==> src/rtl/i2c_master_byte.sv <==
// -----------------------------------------------------------------------------
// i2c_master_byte
//
// Single-byte I2C bus master. A host request (addr, rw, wdata) becomes one
// complete bus transaction:
//   START, addr+R/W, ACK check, one data byte, ACK/NACK, STOP.
// No clock stretching is supported: SCL is never read back.
//
// Every bit is split into four quarters Q0..Q3, each CLK_DIV clk cycles long.
// SCL is held low in Q0-Q1 and released in Q2-Q3. SDA changes at the start of
// Q0, and sda_in is sampled on the last clk of Q2.
//
// Parameters
//   CLK_DIV   clk cycles per SCL quarter-period (2..65535).
//             SCL frequency = clk / (4*CLK_DIV).
//
// Ports
//   clk       system clock, rising edge
//   rst_n     asynchronous active-low reset
//   start     one-cycle request strobe, accepted only while idle
//   rw        0 = write wdata, 1 = read one byte
//   addr      7-bit target slave address
//   wdata     byte to write, sent MSB first
//   busy      high from the cycle after acceptance until done
//   done      one-cycle pulse at the end of every transaction
//   ack_err   address or write-data NACK; valid with done, held until the
//             next acceptance
//   rdata     byte read; valid with done on a read without ack_err
//   scl_low   1 = pull SCL low, 0 = release
//   sda_low   1 = pull SDA low, 0 = release
//   sda_in    sampled SDA pad level
// -----------------------------------------------------------------------------
module i2c_master_byte #(
  parameter int unsigned CLK_DIV = 250
) (
  input  logic       clk,
  input  logic       rst_n,
  input  logic       start,
  input  logic       rw,
  input  logic [6:0] addr,
  input  logic [7:0] wdata,
  output logic       busy,
  output logic       done,
  output logic       ack_err,
  output logic [7:0] rdata,
  output logic       scl_low,
  output logic       sda_low,
  input  logic       sda_in
);

  localparam int unsigned      DIV_W      = 16;
  localparam logic [DIV_W-1:0] DIV_RELOAD = DIV_W'(CLK_DIV - 1);

  typedef enum logic [3:0] {
    S_IDLE,
    S_START,
    S_ADDR,
    S_AACK,
    S_WBYTE,
    S_WACK,
    S_RBYTE,
    S_RNACK,
    S_STOP
  } state_t;

  state_t           r_state,     w_state_nx;
  logic [DIV_W-1:0] r_div,       w_div_nx;
  logic [1:0]       r_quarter,   w_quarter_nx;
  logic [2:0]       r_bit,       w_bit_nx;
  logic [7:0]       r_rx,        w_rx_nx;
  logic             r_sample,    w_sample_nx;
  logic             r_ack_err,   w_ack_err_nx;
  logic [7:0]       r_rdata,     w_rdata_nx;
  logic             r_done,      w_done_nx;
  logic             r_scl_low;
  logic             r_sda_low;
  logic [6:0]       r_addr;
  logic             r_rw;
  logic [7:0]       r_wdata;

  logic             w_accept;
  logic [1:0]       w_lines_nx;

  // The done cycle is already idle, but a request in that cycle is still
  // ignored; the earliest acceptance is the cycle after done.
  assign w_accept = start && (r_state == S_IDLE) && !r_done;

  // Bus drive for a given position in the transaction: {scl_low, sda_low}.
  function automatic logic [1:0] drive_lines(
    input state_t     st,
    input logic [1:0] q,
    input logic [2:0] b,
    input logic [7:0] addr_byte,
    input logic [7:0] data_byte
  );
    logic scl_l;
    logic sda_l;
    scl_l = 1'b0;
    sda_l = 1'b0;
    case (st)
      S_IDLE:  ;
      // SCL stays released for the whole START bit; SDA falls at Q2.
      S_START: sda_l = q[1];
      S_ADDR: begin
        scl_l = ~q[1];
        sda_l = ~addr_byte[3'd7 - b];
      end
      S_WBYTE: begin
        scl_l = ~q[1];
        sda_l = ~data_byte[3'd7 - b];
      end
      // SDA held low until Q3 so it rises while SCL is high.
      S_STOP: begin
        scl_l = ~q[1];
        sda_l = (q != 2'd3);
      end
      // Acknowledge and read bits: SCL clocks, SDA released.
      default: scl_l = ~q[1];
    endcase
    return {scl_l, sda_l};
  endfunction

  // NOTE: every signal written here gets a default first, so no latch is
  // inferred on paths that do not assign it.
  always_comb begin
    w_state_nx   = r_state;
    w_div_nx     = r_div;
    w_quarter_nx = r_quarter;
    w_bit_nx     = r_bit;
    w_rx_nx      = r_rx;
    w_sample_nx  = r_sample;
    w_ack_err_nx = r_ack_err;
    w_rdata_nx   = r_rdata;
    w_done_nx    = 1'b0;

    if (r_state == S_IDLE) begin
      if (w_accept) begin
        w_state_nx   = S_START;
        w_div_nx     = DIV_RELOAD;
        w_quarter_nx = 2'd0;
        w_bit_nx     = 3'd0;
        w_ack_err_nx = 1'b0;
      end
    end else if (r_div != '0) begin
      w_div_nx = r_div - 16'd1;
    end else begin
      // Last clk of the current quarter.
      w_div_nx     = DIV_RELOAD;
      w_quarter_nx = r_quarter + 2'd1;

      if (r_quarter == 2'd2) begin
        w_sample_nx = sda_in;
        if (r_state == S_RBYTE) begin
          w_rx_nx = {r_rx[6:0], sda_in};
        end
      end

      if (r_quarter == 2'd3) begin
        // Byte states count 0..7 and wrap; single-bit states keep it at 0.
        if (r_state == S_ADDR || r_state == S_WBYTE || r_state == S_RBYTE) begin
          w_bit_nx = r_bit + 3'd1;
        end else begin
          w_bit_nx = 3'd0;
        end

        case (r_state)
          S_START: w_state_nx = S_ADDR;
          S_ADDR:  if (r_bit == 3'd7) w_state_nx = S_AACK;
          S_AACK: begin
            if (r_sample) begin
              w_ack_err_nx = 1'b1;
              w_state_nx   = S_STOP;
            end else begin
              w_state_nx   = r_rw ? S_RBYTE : S_WBYTE;
            end
          end
          S_WBYTE: if (r_bit == 3'd7) w_state_nx = S_WACK;
          S_WACK: begin
            if (r_sample) w_ack_err_nx = 1'b1;
            w_state_nx = S_STOP;
          end
          S_RBYTE: begin
            if (r_bit == 3'd7) begin
              w_rdata_nx = r_rx;
              w_state_nx = S_RNACK;
            end
          end
          S_RNACK: w_state_nx = S_STOP;
          S_STOP: begin
            w_done_nx  = 1'b1;
            w_state_nx = S_IDLE;
          end
          default: w_state_nx = S_IDLE;
        endcase
      end
    end
  end

  // The line drives are decoded from the next-state values and registered,
  // so SCL/SDA come straight from flops (no decode glitches on the pads)
  // while still changing in the same cycle as the state they belong to.
  assign w_lines_nx = drive_lines(w_state_nx, w_quarter_nx, w_bit_nx,
                                  {r_addr, r_rw}, r_wdata);

  // NOTE: sequential state uses non-blocking assignments so every flop
  // samples the values present before the clock edge.
  always_ff @(posedge clk or negedge rst_n) begin
    if (!rst_n) begin
      r_state   <= S_IDLE;
      r_div     <= '0;
      r_quarter <= 2'd0;
      r_bit     <= 3'd0;
      r_rx      <= 8'h00;
      r_sample  <= 1'b0;
      r_ack_err <= 1'b0;
      r_rdata   <= 8'h00;
      r_done    <= 1'b0;
      r_scl_low <= 1'b0;
      r_sda_low <= 1'b0;
      r_addr    <= 7'h00;
      r_rw      <= 1'b0;
      r_wdata   <= 8'h00;
    end else begin
      r_state   <= w_state_nx;
      r_div     <= w_div_nx;
      r_quarter <= w_quarter_nx;
      r_bit     <= w_bit_nx;
      r_rx      <= w_rx_nx;
      r_sample  <= w_sample_nx;
      r_ack_err <= w_ack_err_nx;
      r_rdata   <= w_rdata_nx;
      r_done    <= w_done_nx;
      r_scl_low <= w_lines_nx[1];
      r_sda_low <= w_lines_nx[0];
      if (w_accept) begin
        r_addr  <= addr;
        r_rw    <= rw;
        r_wdata <= wdata;
      end
    end
  end

  assign busy    = (r_state != S_IDLE);
  assign done    = r_done;
  assign ack_err = r_ack_err;
  assign rdata   = r_rdata;
  assign scl_low = r_scl_low;
  assign sda_low = r_sda_low;

endmodule
==> config.mk <==
export PLATFORM = sky130hd
export DESIGN_NAME = i2c_master_byte
export DESIGN_NICKNAME = d
export VERILOG_FILES = /design/src/rtl/i2c_master_byte.sv
export SDC_FILE = /design/constraint.sdc
export NUM_CORES = 1
export LEC_CHECK = 0
export CAP_MARGIN = 40
export CORE_UTILIZATION = 51
export DETAILED_ROUTE_END_ITERATION = 6
export GPL_ROUTABILITY_DRIVEN = 1
export GPL_TIMING_DRIVEN = 0
export PLACE_DENSITY_LB_ADDON = 0.2
export SYNTH_ARGS = -nofsm -noshare
export SYNTH_HDL_FRONTEND = slang
export SYNTH_SLANG_ARGS = --single-unit
==> constraint.sdc <==
create_clock -name clk -period 2.4 [get_ports clk]
set_input_delay 0.36 -clock clk [delete_from_list [all_inputs] [get_ports clk]]
set_output_delay 0.36 -clock clk [all_outputs]
set_load 0.01 [all_outputs]
==> results of run 1 <==
[metal layers]
| layer | up-vias | wire length [µm] | GRT usage |
|---|---|---|---|
| met1 | 1205 | 2891 | 0.3082 |
| li1 | 1166 | - | - |
| met2 | 70 | 3421 | 0.4000 |
| met4 | 0 | 104 | 0.1018 |
| met5 | - | 0 | 0 |
| met3 | 8 | 289 | 0.05143 |
[layout make-up]
cell class,count,area share
inverter,5,0.004795
buffer,9,0.01375
clock buffer,10,0.03517
clock inverter,6,0.01566
timing repair buffer,52,0.1215
tap,72,0.02302
sequential,62,0.3967
multi-input combinational,220,0.3894
[what timing repair did]
item                                    CTS  global route
hold buffers                              0             0
cloned                                    1             0
endpoints found under the setup margin   30            14
resized for setup                        12             6
buffers inserted                         17             1
pin swaps                                 8             0
endpoints found under the hold margin     0             0
[per-stage QoR]
| step | TNS, ps | hold slack, ps | power [W] | instances |
|---|---|---|---|---|
| after floorplan | 0 | 64.41 | 0.001249 | 296 |
| after CTS | -44.01 | 80.52 | 0.002251 | 435 |
| after global placement | -64720 | 458.4 | 0.001324 | 400 |
| after detailed placement | -2761 | 449.0 | 0.001333 | 401 |
| after global routing | -148.1 | 117.1 | 0.002331 | 436 |
| final | -86.73 | 63.34 | 0.002238 | 436 |
[logic make-up (layout without fill, tap and decap cells)]
kind of cell	count (synthesis)	in the layout
simple gates	136	136
mux	30	30
buf+inv	14	82
xor+xnor	9	9
flops	62	62
fa+ha+maj	6	6
compound gates	39	39
[registers in the layout, summed over array words and instances, names as in the netlist]
register and cells:
rdata 8, r_quarter 2, ack_err 1, r_rx 8, r_sample 1, r_rw 1, r_div 16, sda_low 1
r_wdata 8, r_bit 3, r_addr 7, r_state 4, scl_low 1, done 1
[path summary, 6_finish.rpt]
path	end	slack [ps]	cells past startpoint
max	sda_low	-90	9
min	r_div[10]	60	1
max reg2reg	sda_low	-90	9
min reg2reg	r_addr[4]	470	2
max in group asynchronous	r_rx[2]	1720	2
min in group clk	r_addr[4]	470	2
[report_power, final]
group / switching, W / total, W / leakage [nW] / internal, W
registers: 0.0000543 / 0.00115 / 0.776 / 0.00110
logic: 0.0000915 / 0.000177 / 0.927 / 0.0000852
clock network: 0.000405 / 0.000909 / 0.102 / 0.000503
total: 0.000551 / 0.00224 / 1.81 / 0.00169
[layout by cell type (no fill, tap or decap), types with 6 or more instances in the layout]
cell and count:
dfrtp_1 61, nand2_1 67, buf_4 18, clkbuf_8 10, nor2_1 17, nand3_1 6
nand4_1 7, mux2i_1 11, o21ai_0 12, clkdlybuf4s50_1 31, mux2_2 18
==> results.ini, run 1 <==
[sta]
slew_viol_final=0
layout_min_cycle_time_ps=2487
maxSlewHeadroom=0.5270
period_share=1.036
fin_ws_ps=-86.73
final_hold_viol_count=0
worst_pin_slew_ps=709.6
rsz0062_at_grt=true
skew_ps=7.871
final-setup-viol-count=1
fmax_mhz=402.1

[drt]
avgRoutedWirePerCell_um=15.38
dr.first_iter.drc_count=229
dr.pass1.iters=4
vias_per_cell=5.617
ant_nets=0
vias=2449
drc=0
wirelength_mm=6.707

[placement]
dp_hpwl_mm=4.250
dpl-instance-area_um2=3507
port_buffers=32
place.gp.congestion=0.8752
pre_cts_ws_ps=-351.3

[synthesis]
synth_top_family_by_area=simple AND/OR/NAND/NOR gates
synth_xor_area_frac=0.02559
ys_seq_area_frac=0.5037
synthTopCellsByCount=nand2_1, dfrtp_1, nor2_1
ys_types=54
post-synth-top-count-cell=nand2_1
synth_fa_ha_area_frac=0.02437
ys_warn_count=0
synth_top_cell_by_area=dfrtp_1
synth_top_area_share=0.5037
ys.flop_type=dfrtp_1
syn_area_per_cell_um2=10.41
synth_area_leaders=dfrtp_1, nand2_1, mux2_2
synth.area.mux_share=0.1052
syn_inst=296
synth-simple-area-share=0.2291
synth-seq-cells=62
synth_edf_count=0
syn_nets=322
synth-async-reset-ratio=1.000
synth-compound-area-share=0.09017
syn-cell-area_um2=3080

[global_routing]
grt_pass1_wl_mm=11.60
grt_max_degree=33
grt_pass1_vias=2429
overflow=0
grt_antenna_before_repair=0
track_usage=0.2427

[setup_path]
worst-path-buf-inv=1
end_kind=flip-flop
worstPathArrival_ps=2750
cp-start-kind=flip-flop
cp_cell_sequence=nor4_4, and4_1, buf_6, nand4_1, o21ai_2, or4b_4, nand2b_4, a2bb2oi_2, o211ai_2
worstSetupPathType=reg -> reg
slowest_delay_ps=480
cpLargestDelayFamily=simple AND/OR/NAND/NOR gates
crit_path_top_delay_cell=or4b_4
required_ps=2660
crit_start=r_div[12]
path_max_fanout=5
r2r-start=r_div[12]

[clocking]
cts_tree=built
cts_htree_levels=3
cts-root-buf=clkbuf_8
cts_made_buffers=9
clock_latency_ps=340
cts.sinks=62
path_clk_slew_ps=70
ctsLongestPathBuffers=2

[finish]
nets=385
areaGrowthSynthToFinish_pct=27.05
post-route-util=0.6896
register_area_um2=1553
n_fill_cell=432
stdcell_area_um2=3914
multi_input_area_um2=1524
antenna_cells=0
drive_above_1_share=0.2527

[power]
ir_worst_vdd_mv=0.4261
cellPowerDensity_nw_per_um2=571.8
p_leak_nw=1.805

[floorplanning]
die_h_um=79.72
dieArea_um2=6355
initial_core_util=0.5428
row_count=27
top_level_ports=33
die_w_um=79.72
core-area_um2=5675

[job]
max_cap_viol_count=0

[outcome]
violations=negative setup slack
status=finished, violations left

[min_path]
hp-class=in -> async

No activity file was read; power rests on OpenSTA's default activity.
==> inputs of run 2 (changes only) <==
--- a/config.mk
+++ b/config.mk
@@ -5,12 +5,15 @@
 export SDC_FILE = /design/constraint.sdc
 export NUM_CORES = 1
 export LEC_CHECK = 0
+export ABC_AREA = 1
+export ABC_CLOCK_PERIOD_IN_PS = 2400
 export CAP_MARGIN = 40
 export CORE_UTILIZATION = 51
 export DETAILED_ROUTE_END_ITERATION = 6
 export GPL_ROUTABILITY_DRIVEN = 1
 export GPL_TIMING_DRIVEN = 0
 export PLACE_DENSITY_LB_ADDON = 0.2
+export SLEW_MARGIN = 25
 export SYNTH_ARGS = -nofsm -noshare
 export SYNTH_HDL_FRONTEND = slang
 export SYNTH_SLANG_ARGS = --single-unit
==> run 2 against run 1 <==
Effect of this change:
- sequential share of layout area decreased by 0.70 points
- total power increased by 55%
- non-clock buffer count decreased by 21
- setup slack improved by 350 ps
- critical endpoint is now busy
- first-iteration DRC count decreased by 32%
- worst hold slack improved by 420 ps
- synthesized cell count increased by 30%
- the run now ends clean
- count of clock-buffer cells in the layout unchanged
- clock skew decreased by 1.2 ps
- sequential power increased by 23%
- clock power decreased by 3.7%
==> results.ini, run 2 <==
[finish]
layout.cells.most_common=nand2_1
nets=457
areaGrowthSynthToFinish_pct=18.86
largest_reg_flops=16
layout.cells.most_common_list=nand2_1, dfrtp_1, inv_1, nand3_1, nor2_1
drive_above_1_share=0.1701
post-route-util=0.6270
largest-register=r_div
antenna_cells=0

[synthesis]
synth-async-reset-ratio=1.000
synth-seq-cells=62
ys_warn_count=0
synth-compound-area-share=0.08106
syn_inst=386
synthTopCellsByCount=nand2_1, dfrtp_1, inv_1
synth_xor_area_frac=0.01307
synth_top_area_share=0.4632
post-synth-top-count-cell=nand2_1
synth_fa_ha_area_frac=0.02241
synth-simple-area-share=0.2645
synth_top_cell_by_area=dfrtp_1
syn-cell-area_um2=3349
synth_area_leaders=dfrtp_1, nand2_1, nand3_1
synth.area.mux_share=0.07770
ys.flop_type=dfrtp_1
synth_top_family_by_area=simple AND/OR/NAND/NOR gates
syn_area_per_cell_um2=8.677
ys_seq_area_frac=0.4632
syn_nets=412
ys_types=40
synth_edf_count=0

[placement]
pre_cts_ws_ps=39.20
dp_hpwl_mm=5.026
place.gp.congestion=0.8310
port_buffers=32

[setup_path]
slowest_delay_ps=470
path_max_fanout=10
worstSetupPathType=reg -> out
end_kind=output port
worstPathArrival_ps=1780
cp-start-kind=flip-flop
cpLargestDelayFamily=buffers and inverters
cp_cell_sequence=nor2_2, nand3_2, buf_8, clkdlybuf4s50_1
r2r_slack_ps=290
crit_path_top_delay_cell=clkdlybuf4s50_1
worst-path-buf-inv=2
required_ps=2040

[sta]
fmax_mhz=468.3
rsz0062_at_grt=false
final_hold_viol_count=0
fin_tns_setup_ps=0
skew_ps=6.623
period_share=0.8897
layout_min_cycle_time_ps=2135
maxSlewHeadroom=0.6950
fin_ws_ps=264.6
worst_pin_slew_ps=455.8
timing.hold.ws_ps=487.4
final-setup-viol-count=0
slew_viol_final=0

[floorplanning]
core-area_um2=6350
top_level_ports=33
dieArea_um2=6896
initial_core_util=0.5275
die_w_um=83.04
row_count=29
die_h_um=83.04

[global_routing]
grt_max_degree=36
overflow=0
grt_pass1_vias=2507
grt_pass1_wl_mm=11.77
grt_antenna_before_repair=0
track_usage=0.2145

[power]
ir_worst_vdd_mv=0.5266
comb_power_share=0.342
p_clk_frac=0.252
swShare=0.3558
intPower_w=0.002234
cellPowerDensity_nw_per_um2=871.0
p_seq_frac=0.405
p_leak_nw=1.929
power.switching_w=0.001234

[drt]
wl_met2_mm=3.020
vias=2622
vias_per_cell=5.121
dr_wl_met3_um=259
avgRoutedWirePerCell_um=13.20
met1_length_mm=3.410
ant_nets=0
dr.pass1.iters=4
dr.first_iter.drc_count=155
wirelength_mm=6.757
route.top_layer_used=met4
drc=0

[clocking]
cts.sinks=62
cts-root-buf=clkbuf_8
cts_made_buffers=9
cts_tree=built
cts_htree_levels=3
ctsLongestPathBuffers=2
clock_latency_ps=330
path_clk_slew_ps=60

[job]
max_cap_viol_count=0

[min_path]
hp-class=reg -> reg

[outcome]
status=finished, final reports clean

-- run 2: cell count changes in the layout (fill, tap and decap cells not counted), moves of 8 or more --
cell,previous run,this run
nor2_1,17,37
inv_1,2,47
a21oi_1,5,14
buf_4,18,1
o21ai_0,12,20
inv_2,3,11
nand3_1,6,40
-- run 2: worst min-delay path, cell delays in order (launching register included) --
cell and delay [ps]:
dfrtp_1 340, mux2i_1 60, inv_1 50
-- run 2: cell type report --
| class | count | area, µm² |
|---|---|---|
| Multi-Input combinational cell | 260 | 1536 |
| Inverter | 58 | 217.7 |
| Sequential cell | 62 | 1551 |
| Timing Repair Buffer | 34 | 347.8 |
| Fill cell | 536 | 2369 |
| Clock inverter | 5 | 50.05 |
| Clock buffer | 10 | 137.6 |
| Buffer | 6 | 43.79 |
| Tap cell | 77 | 96.34 |
-- run 2: final timing paths --
path | from | endpoint | cells after the start
max | r_state[1] | busy | 4
min | rdata[2] | rdata[2] | 2
max reg2reg | r_div[1] | sda_low | 13
min reg2reg | rdata[2] | rdata[2] | 2
max in group asynchronous | rst_n | r_state[1] | 3
min in group asynchronous | rst_n | r_div[1] | 2
-- run 2: kinds of logic (layout without fill, tap and decap cells) --
logic type | after synthesis | count (layout)
simple gates | 177 | 177
buf+inv | 64 | 113
flops | 62 | 62
compound gates | 48 | 48
mux | 24 | 24
fa+ha+maj | 6 | 6
xor+xnor | 5 | 5
-- run 2: stage by stage --
step	total power [W]	instance area (µm²)	std cells
3_5_place_dp	0.002606	3784	496
6_report	0.003468	3981	512
3_3_place_gp	0.002570	3766	495
5_1_grt	0.003710	3981	512
4_1_cts	0.003505	3981	512
2_1_floorplan	0.002274	3349	386
-- run 2: power groups by stage --
stage	Combinational (W)	Sequential [W]	Clock, W
global placement	0.00115	0.00142	0
floorplan	0.000881	0.00139	0
detailed placement	0.00118	0.00142	0
global route	0.00133	0.00144	0.000941
CTS	0.00119	0.00141	0.000906
finish	0.00119	0.00141	0.000875
-- run 2: timing repair --
| item | CTS | global route |
|---|---|---|
| resized for setup | 0 | 0 |
| setup buffers | 0 | 0 |
| hold endpoints to repair | 27 | 0 |
| hold buffers | 1 | 0 |
-- run 2: layer usage --
| layer | vias to the layer above | global-route usage |
|---|---|---|
| li1 | 1358 | - |
| met1 | 1218 | 0.3082 |
| met2 | 41 | 0.3241 |
| met3 | 5 | 0.04871 |
| met4 | 0 | 0.06583 |
| met5 | - | 0 |
